**config.mk**
```make
export PLATFORM = sky130hd
export DESIGN_NAME = line_check
export DESIGN_NICKNAME = d
export VERILOG_FILES = /design/src/rtl/connect4_pkg.sv /design/src/rtl/connect4_win_checker_line_check.sv
export SDC_FILE = /design/constraint.sdc
export NUM_CORES = 1
export LEC_CHECK = 0
export CAP_MARGIN = 20
export CORE_UTILIZATION = 50
export DETAILED_ROUTE_END_ITERATION = 10
export GPL_ROUTABILITY_DRIVEN = 0
export PLACE_DENSITY = 0.8
export SLEW_MARGIN = 5
export SYNTH_ARGS = -nofsm -noshare
export SYNTH_HDL_FRONTEND = slang
export SYNTH_SLANG_ARGS = --single-unit
```
**constraint.sdc**
```tcl
create_clock -name vclk -period 6
set_input_delay 0.6 -clock vclk [all_inputs]
set_output_delay 0.6 -clock vclk [all_outputs]
set_load 0.05 [all_outputs]
```
**src/rtl/connect4_pkg.sv**
```systemverilog
// Shared Connect-4 constants: board geometry, players, line step sizes,
// game FSM states and the win-checker FSM encoding.
package connect4_pkg;

   localparam int ROWS    = 6;
   localparam int COLS    = 7;
   localparam int WIN_LEN = 4;
   localparam int CELLS   = ROWS * COLS;

   localparam logic [CELLS-1:0] CELL_ONE  = 42'd1;
   localparam logic [7:0]       LAST_PAIR = 8'd167;

   localparam logic PLAYER1 = 1'b0;
   localparam logic PLAYER2 = 1'b1;

   // Index distance between consecutive cells of a line, per direction
   localparam logic [6:0] STEP_H = 7'd1;
   localparam logic [6:0] STEP_V = 7'd7;
   localparam logic [6:0] STEP_D = 7'd8;
   localparam logic [6:0] STEP_A = 7'd6;

   typedef enum logic [1:0] {
      GAME_INIT = 2'd0,
      P1_TURN   = 2'd1,
      P2_TURN   = 2'd2,
      END_GAME  = 2'd3
   } game_state_t;

   typedef enum logic [1:0] {
      IDLE = 2'd0,
      SCAN = 2'd1,
      DONE = 2'd2
   } chk_state_t;

endpackage

```
**src/rtl/connect4_win_checker_line_check.sv**
```systemverilog
// Combinational test of one (anchor, direction) line of four cells.
// The cell mask output exists only when CONNECT4_WIN_MASK_EN is defined.
module line_check
   import connect4_pkg::*;
(
`ifdef CONNECT4_WIN_MASK_EN
   output logic [CELLS-1:0] mask,
`endif
   input  logic [5:0]       anchor,
   input  logic [1:0]       dir,
   input  logic [CELLS-1:0] gameboard,
   input  logic [CELLS-1:0] players_cells,
   output logic             valid,
   output logic             hit,
   output logic             owner
);

   logic [5:0]         row_s;
   logic [5:0]         col_s;
   logic [6:0]         step_s;
   logic [6:0]         idx_s [WIN_LEN];
   logic [WIN_LEN-1:0] occ_s;
   logic [WIN_LEN-1:0] own_s;

   // Out-of-range indices (invalid pairs) read as 0
   function automatic logic cell_bit(input logic [CELLS-1:0] vec, input logic [6:0] idx);
      logic [CELLS-1:0] shifted;
      shifted = vec >> idx;
      return shifted[0];
   endfunction

   // Decode anchor position and pick the step and fit condition for dir
   always_comb begin
      row_s  = anchor / 6'd7;
      col_s  = anchor % 6'd7;
      valid  = 1'b0;
      step_s = 7'd0;
      case (dir)
         2'd0: begin
            valid  = (col_s <= 6'd3);
            step_s = STEP_H;
         end
         2'd1: begin
            valid  = (row_s <= 6'd2);
            step_s = STEP_V;
         end
         2'd2: begin
            valid  = (col_s <= 6'd3) && (row_s <= 6'd2);
            step_s = STEP_D;
         end
         2'd3: begin
            valid  = (col_s >= 6'd3) && (row_s <= 6'd2);
            step_s = STEP_A;
         end
         default: begin
            valid  = 1'b0;
            step_s = 7'd0;
         end
      endcase
   end

   // Gather the four cells and require full occupancy by a single owner
   always_comb begin
      for (int i = 0; i < WIN_LEN; i++) begin
         idx_s[i] = {1'b0, anchor} + 7'(i) * step_s;
         occ_s[i] = cell_bit(gameboard, idx_s[i]);
         own_s[i] = cell_bit(players_cells, idx_s[i]);
      end
      owner = own_s[0];
      hit   = valid && (&occ_s) && ((&own_s) || (own_s == {WIN_LEN{1'b0}}));
   end

`ifdef CONNECT4_WIN_MASK_EN
   // One-hot bits of the line cells; empty for a pair that does not fit
   always_comb begin
      mask = {CELLS{1'b0}};
      if (valid) begin
         for (int i = 0; i < WIN_LEN; i++) begin
            mask = mask | (CELL_ONE << idx_s[i]);
         end
      end else begin
         mask = {CELLS{1'b0}};
      end
   end
`endif

endmodule

```
==> impl.org <==
** Synthesis
- Most area-consuming cells after synthesis :: sky130_fd_sc_hd__mux4_2, sky130_fd_sc_hd__mux2i_1, sky130_fd_sc_hd__ha_1, sky130_fd_sc_hd__o21ai_0, sky130_fd_sc_hd__a21oi_1
- Syn avg cell area :: 9.98 um^2
- Yosys top cell area share :: 0.392
- The biggest area contributor in the post-synthesis netlist is sky130_fd_sc_hd__mux4_2.
- Sequential area share after synthesis :: 0
- Yosys printed 0 warnings.
- Number of nets in the synthesized netlist :: 548
- Number of standard cells after synthesis :: 432
- After synthesis, the netlist uses 79 different library cells.
- Syn Std Cell Area :: 4310 um^2

** Detailed routing
- For this block, the initial DRC count from the detailed router was 252.
- Wires add up to 14000 um.
- Using the TritonRoute via totals, the vias-per-cell ratio works out to 7.23.
- Number of routed nets with antenna violations :: 0
- Wire per inst :: 22.5 um
- Number of detailed-route iterations in the first pass :: 5
- Routed vias :: 4502
- After detailed routing, the number of remaining DRC violations is 0.

** Layout
- Proportion of layout cells with a drive suffix above 1 :: 0.251
- The design has 0 sequential cells.
- Post-synthesis to final-layout area growth :: 26.4%
- Number of clock-tree buffers in the layout :: 0
- Most frequent cells in the layout :: sky130_fd_sc_hd__clkdlybuf4s50_1, sky130_fd_sc_hd__mux4_2, sky130_fd_sc_hd__mux2i_1
- Area of the multi-input gates :: 4080 um^2
- Once layout is complete, the utilization of the core stands at 0.657.
- Fill cell instance count of the final layout :: 637
- The library cell used most frequently in the layout, excluding fill and tap cells, is sky130_fd_sc_hd__clkdlybuf4s50_1.
- The repair_antennas step left the layout with diodes totalling 0.
- Combined flip-flop and latch cell area :: 0 um^2
- Final net count :: 636

** Pwr
- VDD sags by at most 0.0639 mV.
- Dividing total power by cell area gives a power density of 138 nW/um^2.
- Summed over all cells, the static leakage comes to 0.00201 uW.

** STA
- Setup repair after global routing left no endpoint under its margin.
- Final TNS setup :: 0 ns
- For the pin with the worst max-slew slack, the measured transition is 0.747 ns.
- Final hold viol count :: 0
- Dividing the final minimum period by the clock period gives 0.945.
- The worst pin sits at a relative slew slack of 0.499.
- Min Tclk post-route :: 5.67 ns
- Derived from the worst setup path, the maximum achievable clock frequency is 0.176 GHz.
- Setup violations remaining at the end of the flow were counted as 0.
- Slew Viols, Final :: 0

** Min path
- Hold path cells :: 5
- Hold/Removal Path Class :: in -> out
- In this run the most critical hold path is launched from dir[1].

** Worst setup path
- Largest fanout on the critical path :: 4
- Buffers plus inverters on the worst setup path :: 3
- Critical Setup Path Class :: in -> out
- Critical-path cell list :: clkdlybuf4s50_1 > ha_1 > nand2b_1 > a21oi_1 > or2_0 > inv_1 > ha_1 > o211ai_1 > a21o_1 > o221ai_2 > nor3_1 > nor2_1 > a21oi_1 > ha_1 > o31ai_1 > or2_2 > o31a_1 > and2_1 > nor4bb_4 > o311ai_4 > and4_1 > buf_12
- Type of destination of the critical path :: output pin
- Required time of the critical path :: 5.40 ns
- Grouping stages by cell kind, the critical path spends the most delay in simple AND/OR/NAND/NOR gates.
- Worst path slowest cell :: sky130_fd_sc_hd__clkdlybuf4s50_1
- The most critical setup path has its startpoint at anchor[3].
- STA classifies the critical path startpoint as a primary input.
- Critical path data arrival time :: 5.07 ns
- CP peak stage delay :: 0.47 ns
- Most common cell type on the critical path :: sky130_fd_sc_hd__ha_1
- Number of gates on the worst path with buffers counted :: 22

** Floorplan
- Count of boundary I/O pins :: 95
- The floorplan step set the die width to 94.9 um.
- Placeable core region :: 8300 um^2
- From bottom edge to top edge, the die measures 94.9 um.
- For this configuration, the core starts out at a cell density of 0.520.
- Core Rows :: 33
- Die Area :: 9000 um^2

** Run
- Max-capacitance violation count :: 0

** Global routing
- Maximum number of pins on one net before global-route repair :: 28
- Vias in the first global route :: 4590
- The number of antenna violations at the first check in global routing was 0.
- After global routing the overflow that remains totals 0.
- Global-route usage over all layers :: 0.327
- First-pass GRT wire length :: 22900 um

** Run status
- The flow ran to the end, and the final reports show no timing, DRC or antenna violations.

** Placed design
- Summed over all nets, the half-perimeter wirelength after detailed placement is 11200 um.
- Number of input and output port buffers inserted :: 95
metrics by stage:
stage | instance area [um^2] | power, uW | worst slack (ns) | hold slack [ns] | instances
finish | 5450 | 753 | 0.330 | 2.36 | 623
global route | 5450 | 799 | 0.0500 | 2.43 | 623
CTS | 5440 | 735 | 0.284 | 2.38 | 623
detailed placement | 5440 | 733 | 0.304 | 2.38 | 623
global placement | 5440 | 715 | 0.457 | 2.37 | 623
floorplan | 4310 | 503 | 0.395 | 1.76 | 432
per-layer routing:
metal	share of wire	track usage
met1	0.37	0.415
met4	0.031	0.0972
met2	0.49	0.564
met3	0.11	0.0620
met5	0	0
cells in the mapped netlist (all sizes together), types with 3 or more instances:
cell type / number
mux4: 75
mux2i: 39
buf: 25
o21ai: 23
nand2: 21
ha: 20
a21oi: 19
inv: 16
nor2: 16
a31oi: 10
clkbuf: 10
nor3: 9
nand2b: 8
o22ai: 8
mux2: 7
nand3: 7
or2: 7
xnor2: 7
nor2b: 6
o31a: 6
xor2: 6
a21o: 5
nand3b: 5
and3: 4
fa: 4
nor3b: 4
nor4b: 4
o221ai: 4
a2111oi: 3
a211oi: 3
a21boi: 3
o211ai: 3
o21bai: 3
or3: 3
logic make-up (layout without fill, tap and decap cells):
group | after synthesis | in the layout | synth area share
simple gates | 106 | 106 | 0.142
xor+xnor | 13 | 13 | 0.0316
fa+ha+maj | 24 | 24 | 0.0766
buf+inv | 52 | 138 | 0.0580
compound gates | 116 | 116 | 0.191
mux | 121 | 121 | 0.500
final timing paths:
check	to	slack, ns
worst min-delay path	valid	2.36
worst max-delay path	hit	0.33
layout make-up:
| type | count | share of cell area |
|---|---|---|
| multi-input combinational | 380 | 0.749 |
| inverter | 17 | 0.0117 |
| timing repair buffer | 121 | 0.215 |
| tap | 105 | 0.0241 |
where the power goes:
part	internal (uW)	leakage, uW	switching, uW
combinational	384	0.00201	369
clock	0	0	0
sequential	0	0	0
total	384	0.00201	369
repair_timing:
item / in CTS / in global routing
hold buffers: 0 / 0
endpoints found under the setup margin: 0 / 1
gates resized for setup: 0 / 1
setup buffers: 0 / 0
Note: power is estimated with default switching activity, not from simulation.
